==> config.mk <==
export PLATFORM = sky130hd
export DESIGN_NAME = dm_bus_arbiter_flat
export DESIGN_NICKNAME = d
export VERILOG_FILES = /design/src/rtl/dm_bus_arbiter_if.sv /design/src/rtl/dm_bus_arbiter.sv /design/src/flat_wrapper.sv
export SDC_FILE = /design/constraint.sdc
export NUM_CORES = 1
export LEC_CHECK = 0
export ABC_AREA = 1
export ABC_CLOCK_PERIOD_IN_PS = 4450
export CORE_MARGIN = 4
export CORE_UTILIZATION = 43
export CTS_CLUSTER_SIZE = 8
export DETAILED_ROUTE_END_ITERATION = 8
export PLACE_DENSITY = 0.89
export REMOVE_ABC_BUFFERS = 1
export SYNTH_ARGS = -nofsm -noshare
export SYNTH_HDL_FRONTEND = slang
export SYNTH_SLANG_ARGS = --single-unit
==> constraint.sdc <==
create_clock -name clk -period 4.45 [get_ports clk]
set_input_delay 1.1125 -clock clk [delete_from_list [all_inputs] [get_ports clk]]
set_output_delay 1.1125 -clock clk [all_outputs]
set_load 0.02 [all_outputs]
==> src/rtl/dm_bus_arbiter_if.sv <==
// Requester-side bundle for one master of the shared data-memory bus.
// The arbiter takes the slave view; a CPU or DMA engine takes the master view.
interface dm_bus_arbiter_if #(
  parameter int AW = 32,
  parameter int DW = 32
);
  logic          req;
  logic          rd;
  logic          wr;
  logic          lock;
  logic [AW-1:0] addr;
  logic [DW-1:0] din;
  logic          ack;
  logic          err;

  modport master (output req, rd, wr, lock, addr, din, input ack, err);
  modport slave  (input req, rd, wr, lock, addr, din, output ack, err);
endinterface

==> src/rtl/dm_bus_arbiter.sv <==
// Round-robin two-master arbiter for the data-memory bus (port 0 = CPU, port 1 = DMA),
// with programmable wait states, one-cycle ack, protocol-error reporting and bus lock.
module dm_bus_arbiter #(
  parameter int WAIT_STATES = 1,
  parameter int AW          = 32,
  parameter int DW          = 32
) (
  input  logic                clk,
  input  logic                reset,
  dm_bus_arbiter_if.slave     p0,
  dm_bus_arbiter_if.slave     p1,
  output logic                gnt,
  output logic [DW-1:0]       dout,
  output logic                m_cs,
  output logic                m_rd,
  output logic                m_wr,
  output logic [AW-1:0]       m_addr,
  output logic [DW-1:0]       m_din,
  input  logic [DW-1:0]       m_dout
);

  localparam logic [1:0] S_IDLE   = 2'd0;
  localparam logic [1:0] S_ACCESS = 2'd1;
  localparam logic [1:0] S_ACK    = 2'd2;

  localparam logic [3:0] CNT_INIT = 4'(WAIT_STATES - 1);

  logic [1:0]    state_q,  state_d;
  logic [3:0]    cnt_q,    cnt_d;
  logic          gnt_q,    gnt_d;
  logic          lock_q,   lock_d;
  logic          err_q,    err_d;
  logic          m_cs_q,   m_cs_d;
  logic          m_rd_q,   m_rd_d;
  logic          m_wr_q,   m_wr_d;
  logic [AW-1:0] m_addr_q, m_addr_d;
  logic [DW-1:0] m_din_q,  m_din_d;
  logic [DW-1:0] dout_q,   dout_d;

  logic          win;
  logic          sel_req, sel_rd, sel_wr, sel_lock;
  logic [AW-1:0] sel_addr;
  logic [DW-1:0] sel_din;
  logic          do_latch;

  // In IDLE a tie goes to the port that did not own the bus last; in ACK only
  // the current owner may re-latch (locked sequence).
  always_comb begin
    win = gnt_q;
    if (state_q == S_IDLE) begin
      win = (p0.req && p1.req) ? ~gnt_q : p1.req;
    end
    sel_req  = win ? p1.req  : p0.req;
    sel_rd   = win ? p1.rd   : p0.rd;
    sel_wr   = win ? p1.wr   : p0.wr;
    sel_lock = win ? p1.lock : p0.lock;
    sel_addr = win ? p1.addr : p0.addr;
    sel_din  = win ? p1.din  : p0.din;
    do_latch = ((state_q == S_IDLE) && (p0.req || p1.req)) ||
               ((state_q == S_ACK) && lock_q && sel_req);
  end

  always_comb begin
    // NOTE: every *_d gets its hold value first so no path through this block infers a latch.
    state_d  = state_q;
    cnt_d    = cnt_q;
    gnt_d    = gnt_q;
    lock_d   = lock_q;
    err_d    = err_q;
    m_cs_d   = m_cs_q;
    m_rd_d   = m_rd_q;
    m_wr_d   = m_wr_q;
    m_addr_d = m_addr_q;
    m_din_d  = m_din_q;
    dout_d   = dout_q;

    case (state_q)
      S_IDLE: ;
      S_ACCESS: begin
        if (cnt_q == 4'd0) begin
          state_d = S_ACK;
          m_cs_d  = 1'b0;
          m_rd_d  = 1'b0;
          m_wr_d  = 1'b0;
          if (m_rd_q) dout_d = m_dout;
        end else begin
          cnt_d = cnt_q - 4'd1;
        end
      end
      S_ACK:   state_d = S_IDLE;
      default: state_d = S_IDLE;
    endcase

    // A rd==wr command still runs the full access timing but with both strobes low.
    if (do_latch) begin
      state_d  = S_ACCESS;
      cnt_d    = CNT_INIT;
      gnt_d    = win;
      lock_d   = sel_lock;
      err_d    = (sel_rd == sel_wr);
      m_cs_d   = 1'b1;
      m_rd_d   = sel_rd && !sel_wr;
      m_wr_d   = sel_wr && !sel_rd;
      m_addr_d = sel_addr;
      m_din_d  = sel_din;
    end
  end

  // NOTE: sequential state uses non-blocking assignments so all flops update from pre-edge values.
  always_ff @(posedge clk or negedge reset) begin
    if (!reset) begin
      state_q  <= S_IDLE;
      cnt_q    <= 4'd0;
      gnt_q    <= 1'b1;
      lock_q   <= 1'b0;
      err_q    <= 1'b0;
      m_cs_q   <= 1'b0;
      m_rd_q   <= 1'b0;
      m_wr_q   <= 1'b0;
      m_addr_q <= '0;
      m_din_q  <= '0;
      dout_q   <= '0;
    end else begin
      state_q  <= state_d;
      cnt_q    <= cnt_d;
      gnt_q    <= gnt_d;
      lock_q   <= lock_d;
      err_q    <= err_d;
      m_cs_q   <= m_cs_d;
      m_rd_q   <= m_rd_d;
      m_wr_q   <= m_wr_d;
      m_addr_q <= m_addr_d;
      m_din_q  <= m_din_d;
      dout_q   <= dout_d;
    end
  end

  assign p0.ack = (state_q == S_ACK) && !gnt_q;
  assign p1.ack = (state_q == S_ACK) &&  gnt_q;
  assign p0.err = p0.ack && err_q;
  assign p1.err = p1.ack && err_q;

  assign gnt    = gnt_q;
  assign dout   = dout_q;
  assign m_cs   = m_cs_q;
  assign m_rd   = m_rd_q;
  assign m_wr   = m_wr_q;
  assign m_addr = m_addr_q;
  assign m_din  = m_din_q;

endmodule

==> src/flat_wrapper.sv <==
// flat-port wrapper written by rule: the top's interface ports become plain ports
module dm_bus_arbiter_flat 
#(
  parameter int WAIT_STATES = 1,
  parameter int AW          = 32,
  parameter int DW          = 32
)
  (clk, reset, gnt, dout, m_cs, m_rd, m_wr, m_addr, m_din, m_dout, p0_req, p0_rd, p0_wr, p0_lock, p0_addr, p0_din, p0_ack, p0_err, p1_req, p1_rd, p1_wr, p1_lock, p1_addr, p1_din, p1_ack, p1_err);
  dm_bus_arbiter_if #(.AW(AW), .DW(DW)) p0_i ();
  dm_bus_arbiter_if #(.AW(AW), .DW(DW)) p1_i ();
  input  logic clk;
  input  logic reset;
  output logic gnt;
  output logic [DW-1:0] dout;
  output logic m_cs;
  output logic m_rd;
  output logic m_wr;
  output logic [AW-1:0] m_addr;
  output logic [DW-1:0] m_din;
  input  logic [DW-1:0] m_dout;
  input wire logic [$bits(p0_i.req)-1:0] p0_req;
  input wire logic [$bits(p0_i.rd)-1:0] p0_rd;
  input wire logic [$bits(p0_i.wr)-1:0] p0_wr;
  input wire logic [$bits(p0_i.lock)-1:0] p0_lock;
  input wire logic [$bits(p0_i.addr)-1:0] p0_addr;
  input wire logic [$bits(p0_i.din)-1:0] p0_din;
  output wire logic [$bits(p0_i.ack)-1:0] p0_ack;
  output wire logic [$bits(p0_i.err)-1:0] p0_err;
  input wire logic [$bits(p1_i.req)-1:0] p1_req;
  input wire logic [$bits(p1_i.rd)-1:0] p1_rd;
  input wire logic [$bits(p1_i.wr)-1:0] p1_wr;
  input wire logic [$bits(p1_i.lock)-1:0] p1_lock;
  input wire logic [$bits(p1_i.addr)-1:0] p1_addr;
  input wire logic [$bits(p1_i.din)-1:0] p1_din;
  output wire logic [$bits(p1_i.ack)-1:0] p1_ack;
  output wire logic [$bits(p1_i.err)-1:0] p1_err;
  assign p0_i.req = p0_req;
  assign p0_i.rd = p0_rd;
  assign p0_i.wr = p0_wr;
  assign p0_i.lock = p0_lock;
  assign p0_i.addr = p0_addr;
  assign p0_i.din = p0_din;
  assign p0_ack = p0_i.ack;
  assign p0_err = p0_i.err;
  assign p1_i.req = p1_req;
  assign p1_i.rd = p1_rd;
  assign p1_i.wr = p1_wr;
  assign p1_i.lock = p1_lock;
  assign p1_i.addr = p1_addr;
  assign p1_i.din = p1_din;
  assign p1_ack = p1_i.ack;
  assign p1_err = p1_i.err;
  dm_bus_arbiter #(.WAIT_STATES(WAIT_STATES), .AW(AW), .DW(DW)) u_core (.clk(clk), .reset(reset), .p0(p0_i), .p1(p1_i), .gnt(gnt), .dout(dout), .m_cs(m_cs), .m_rd(m_rd), .m_wr(m_wr), .m_addr(m_addr), .m_din(m_din), .m_dout(m_dout));
endmodule
==> results.sh, run 1 <==
export IMPL_holdBufCountCts=0
export IMPL_fin_area_sq_um=8500
export IMPL_cts_tree="yes"
export IMPL_clock_skew_ns=0.00875
export IMPL_clkLatencyLatePin_ns=0.34
export IMPL_antenna_found_initial=0
export IMPL_combPwrFrac_pct=56.5
export IMPL_p_leak_nw=4.12
export IMPL_synth_cell_type_count=21
export IMPL_grt_max_degree=73
export IMPL_clockBufferDepth=2
export IMPL_grt_pass1_wl_um=28500
export IMPL_die_width_um=120
export IMPL_endpoint_kind="register"
export IMPL_drt_initial_drc_count=377
export IMPL_vias=5782
export IMPL_grt_overflow=0
export IMPL_finalSetupViolations=0
export IMPL_grt_pass1_vias=5720
export IMPL_syn2layout_area_growth_pct=58.5
export IMPL_start_util_pct=44.3
export IMPL_dpl_cell_count=1124
export IMPL_vias_per_cell=5.08
export IMPL_power_density_nw_per_um2=718
export IMPL_synth_seq_cells=108
export IMPL_finalHoldViolCount=0
export IMPL_cap_violations=0
export IMPL_numCtsBuffers=9
export IMPL_p_sw_mw=2.67
export IMPL_clock_root_buffer="clkbuf_16"
export IMPL_die_h_um=120
export IMPL_gp_congestion=0.795
export IMPL_max_freq_mhz=317
export IMPL_syn_inst=723
export IMPL_setup_tns_ns=0
export IMPL_post_cts_buffers=0
export IMPL_grt_use_total_pct=24.6
export IMPL_rsz0062_at_grt="no"
export IMPL_p_sw_share_pct=43.7
export IMPL_wl_per_cell_um=15.6
export IMPL_slew_viol_final=0
export IMPL_dpl_hpwl_um=12800
export IMPL_pwr_share_clk_pct=14.8
export IMPL_final_common_cell="nand2_1"
export IMPL_drc=0
export IMPL_synth_area_per_cell_sq_um=7.42
export IMPL_mostFrequentLayoutCells="nand2_1, clkdlybuf4s50_1, nand3_1, dfrtp_1, o21ai_0"
export IMPL_tightest_slew_ns=0.952
export IMPL_fin_cells=1139
export IMPL_syn_cell_area_sq_um=5360
export IMPL_io_pins=274
export IMPL_required_ns=4.67
export IMPL_outcome="completed"
export IMPL_peakVddDrop_mv=0.366
export IMPL_worstPathArrival_ns=3.37
export IMPL_power_total_mw=6.10
export IMPL_pwr_share_seq_pct=28.7
export IMPL_timing_final_crit_period_ns=3.15
export IMPL_clk_pin_slew_ns=0.07
export IMPL_relSlewSlack_pct=36.3
export IMPL_cp_max_fo=34
export IMPL_cts_resized=0
export IMPL_cts_sinks=108
export IMPL_num_antenna_cells=0
export IMPL_detail_route_antenna_nets=0
export IMPL_drive_above_1_share_pct=3.71
export IMPL_port_buffer_count=273
export IMPL_p_int_mw=3.43
export IMPL_htreeDepth=3
export IMPL_die_area_sq_um=14300
export IMPL_synth_yosys_seq_area_share_pct=50.4
export IMPL_hp_class="reg2reg"
export IMPL_dr_pass1_iters=5
export IMPL_finalCritPeriodShare_pct=70.9
export IMPL_nets=1141
export IMPL_cp_start_kind="input port"
export IMPL_path_class="in2reg"
export IMPL_wirelength_um=17800
export IMPL_core_region_area_sq_um=12100
export IMPL_place_area_sq_um=8160
export IMPL_num_rows=40
export IMPL_yosysWarnings=0
==> cell families after synthesis <==
logic type / share of synthesized area [%]
AND/OR/NAND/NOR: 39.2
adder cells (fa/ha/maj): 0.934
AO/OA/AOI/OAI: 3.52
buffers and inverters: 5.93
flip-flops: 50.4
==> Yosys cell counts <==
cell type | number | area (sq um)
o21ai_0 | 32 | 160
o21ai_1 | 3 | 15.0
nor3_1 | 3 | 15.0
nor2_1 | 7 | 26.3
dfrtp_1 | 107 | 2680
nor2_2 | 1 | 6.26
buf_1 | 1 | 3.75
ha_1 | 4 | 50.1
inv_1 | 17 | 63.8
nand2_2 | 1 | 6.26
or2_2 | 1 | 6.26
nand2_1 | 350 | 1310
buf_2 | 29 | 145
nand4_1 | 4 | 25.0
o21ai_2 | 1 | 8.76
a21oi_1 | 1 | 5.00
dfstp_2 | 1 | 26.3
clkbuf_1 | 14 | 52.6
buf_4 | 7 | 52.6
nand2_4 | 1 | 11.3
nand3_1 | 138 | 691
==> worst max-delay path, cell delays in order <==
cell and delay, ns:
clkdlybuf4s50_1 0.55, nand2_1 0.09, nand3_2 0.08, buf_4 0.36
nand2_2 0.40, o21ai_1 0.35, ha_1 0.27, nand2_1 0.07
nand2_1 0.07
==> power groups by stage <==
stage	clock network (mW)	registers, mW	logic, mW
after global placement	0	1.74	3.39
after global routing	0.953	1.81	3.81
after CTS	0.919	1.75	3.48
after floorplan	0	2.25	1.38
final	0.903	1.75	3.45
after detailed placement	0	1.75	3.47
==> per-layer routing <==
metal	wire length [um]	vias to the layer above	track usage, %
li1	-	2794	-
met1	6880	2671	28.9
met2	8510	273	41.7
met3	1820	44	7.49
met4	603	0	10.5
met5	0	-	0
==> area by class of cell <==
cell class | instances | area, sq um
tap | 168 | 210
clock inverter | 6 | 114
sequential | 108 | 2700
fill | 978 | 3620
inverter | 17 | 63.8
multi-input combinational | 547 | 2370
clock buffer | 9 | 225
timing repair buffer | 284 | 2810
==> flip-flops by register name, indices dropped and copies added (netlist names) <==
| name | flops |
|---|---|
| u_core.cnt_q | 4 |
| u_core.dout | 32 |
| u_core.err_q | 1 |
| u_core.gnt | 1 |
| u_core.lock_q | 1 |
| u_core.m_addr | 32 |
| u_core.m_cs | 1 |
| u_core.m_din | 32 |
| u_core.m_rd | 1 |
| u_core.m_wr | 1 |
| u_core.state_q | 2 |
==> through the flow <==
| step | setup slack [ns] | hold slack, ns | utilization [%] |
|---|---|---|---|
| finish | 1.30 | 0.483 | 70.1 |
| global route | 1.08 | 0.510 | 70.1 |
| CTS | 1.28 | 0.489 | 70.1 |
| detailed placement | 0.920 | 0.486 | 67.3 |
| global placement | 0.978 | 0.469 | 67.3 |
| floorplan | -0.929 | 0.476 | - |
==> worst paths after layout <==
| path | start | end | slack [ns] | cells past startpoint |
|---|---|---|---|---|
| setup / recovery | p0_req | u_core.err_q$_DFFE_PN0P_ | 1.30 | 9 |
| hold / removal | u_core.m_cs$_DFFE_PN0P_ | u_core.m_cs$_DFFE_PN0P_ | 0.48 | 2 |
| setup reg to reg | u_core.state_q[1]$_DFFE_PN0P_ | u_core.err_q$_DFFE_PN0P_ | 1.79 | 6 |
| hold reg to reg | u_core.m_cs$_DFFE_PN0P_ | u_core.m_cs$_DFFE_PN0P_ | 0.48 | 2 |
| max in group asynchronous | reset | u_core.dout[14]$_DFFE_PN0P_ | 2.76 | 2 |
| min in group asynchronous | reset | u_core.dout[10]$_DFFE_PN0P_ | 0.85 | 1 |
Note: power is estimated with default switching activity, not from simulation.
==> inputs of run 2 (changes only) <==
ABC_CLOCK_PERIOD_IN_PS = 2900   (was 4450)
CORE_UTILIZATION = 36   (was 43)
PLACE_DENSITY = 0.8   (was 0.89)
clock period = 2.9 ns   (was 4.45 ns; I/O delays follow)
==> results.sh, run 2 (synthesized netlist as in run 1, its figures left out) <==
export IMPL_dr_pass1_iters=4
export IMPL_finalHoldViolCount=0
export IMPL_hp_class="in2async"
export IMPL_drive_above_1_share_pct=4.40
export IMPL_gp_congestion=0.777
export IMPL_die_area_sq_um=16900
export IMPL_tightest_slew_ns=0.508
export IMPL_clockBufferDepth=2
export IMPL_peakVddDrop_mv=0.398
export IMPL_die_h_um=130
export IMPL_core_region_area_sq_um=14500
export IMPL_grt_pass1_wl_um=27200
export IMPL_register_area_sq_um=2700
export IMPL_utilization_pct=59.0
export IMPL_antenna_found_initial=0
export IMPL_outcome="completed"
export IMPL_grt_pass1_vias=5436
export IMPL_holdBufCountCts=0
export IMPL_slew_viol_final=0
export IMPL_path_cells="inv_1 > nor3_1 > clkdlybuf4s50_1"
export IMPL_numCtsBuffers=9
export IMPL_cap_violations=0
export IMPL_finalSetupViolations=0
export IMPL_wirelength_um=17700
export IMPL_clock_skew_ns=0.00789
export IMPL_critPathMaxStageDelay_ns=0.68
export IMPL_clkLatencyLatePin_ns=0.34
export IMPL_num_antenna_cells=0
export IMPL_clock_root_buffer="clkbuf_16"
export IMPL_vias_per_cell=4.86
export IMPL_cts_resized=0
export IMPL_cpMaxStageDelayCell="clkdlybuf4s50_1"
export IMPL_endpoint_kind="primary output"
export IMPL_power_total_mw=9.36
export IMPL_cts_tree="yes"
export IMPL_required_ns=2.17
export IMPL_start_util_pct=36.9
export IMPL_path_class="reg2out"
export IMPL_cp_max_fo=7
export IMPL_multi_input_area_sq_um=2370
export IMPL_wl_per_cell_um=15.2
export IMPL_timing_final_crit_period_ns=2.72
export IMPL_syn2layout_area_growth_pct=60.0
export IMPL_clk_pin_slew_ns=0.07
export IMPL_num_rows=44
export IMPL_grt_overflow=0
export IMPL_rsz0062_at_grt="no"
export IMPL_post_cts_buffers=0
export IMPL_vias=5646
export IMPL_max_freq_mhz=368
export IMPL_p_leak_nw=4.16
export IMPL_htreeDepth=3
export IMPL_num_fill_cells=1327
export IMPL_cp_start_kind="register"
export IMPL_grt_max_degree=62
export IMPL_port_buffer_count=273
export IMPL_nets=1148
export IMPL_cts_sinks=108
export IMPL_setup_tns_ns=0
export IMPL_finalCritPeriodShare_pct=93.8
export IMPL_drc=0
export IMPL_grt_use_total_pct=20.2
export IMPL_detail_route_antenna_nets=0
export IMPL_final_common_cell="nand2_1"
export IMPL_relSlewSlack_pct=66.1
export IMPL_mostFrequentLayoutCells="nand2_1, clkdlybuf4s50_1, nand3_1, dfrtp_1, o21ai_0"
export IMPL_worstPathArrival_ns=1.99
export IMPL_drt_initial_drc_count=228
export IMPL_die_width_um=130
export IMPL_power_density_nw_per_um2=1090
export IMPL_io_pins=274
export IMPL_dpl_hpwl_um=13200
==> run 2: layout make-up <==
| type | count | area share [%] |
|---|---|---|
| well taps | 184 | 2.68 |
| clock inverters | 4 | 0.846 |
| inverters | 17 | 0.744 |
| multi-input cells | 547 | 27.6 |
| repair buffers | 291 | 33.7 |
| flip-flops and latches | 108 | 31.5 |
| clock buffers | 11 | 2.95 |
==> run 2: layer usage <==
| layer | vias up | global-route usage (%) | routed length [um] |
|---|---|---|---|
| li1 | 2813 | - | - |
| met1 | 2579 | 24.4 | 7170 |
| met2 | 233 | 34.8 | 8400 |
| met3 | 21 | 6.30 | 1840 |
| met4 | 0 | 5.62 | 286 |
| met5 | - | 0 | 0 |
==> run 2: stage by stage <==
step / cells / instance area, sq um / setup slack (ns) / hold slack, ns
2_1_floorplan: 672 / 5110 / -2.48 / 0.429
3_3_place_gp: 1147 / 8250 / 0.526 / 0.464
3_5_place_dp: 1147 / 8250 / 0.452 / 0.473
4_1_cts: 1162 / 8580 / 0.204 / 0.310
5_1_grt: 1162 / 8580 / 0.145 / 0.326
6_report: 1162 / 8580 / 0.181 / 0.302
==> run 2: critical path: cells and delay by family, from the launching register on <==
| kind | cells | cell delay (ns) |
|---|---|---|
| buffers and inverters | 2 | 0.77 |
| flip-flops | 1 | 0.62 |
| AND/OR/NAND/NOR | 1 | 0.27 |
==> run 2: power by group <==
group	internal (mW)	total (mW)	switching (mW)
Clock	0.798	1.33	0.530
Combinational	2.24	5.37	3.13
Sequential	2.26	2.67	0.411
Total	5.30	9.36	4.07
==> run 2: final timing paths <==
check                      slack [ns]  cells after the start                          start                          to
setup / recovery                 0.18                      3         u_core.gnt$_DFFE_PN1P_                      p1_err
hold / removal                   0.30                      1                          reset  u_core.dout[0]$_DFFE_PN0P_
setup reg to reg                 0.97                      7  u_core.state_q[1]$_DFFE_PN0P_     u_core.m_rd$_DFFE_PN0P_
hold reg to reg                  0.48                      2        u_core.m_cs$_DFFE_PN0P_     u_core.m_cs$_DFFE_PN0P_
max in group asynchronous        1.90                      2                          reset      u_core.gnt$_DFFE_PN1P_
min in group clk                 0.48                      2        u_core.m_cs$_DFFE_PN0P_     u_core.m_cs$_DFFE_PN0P_
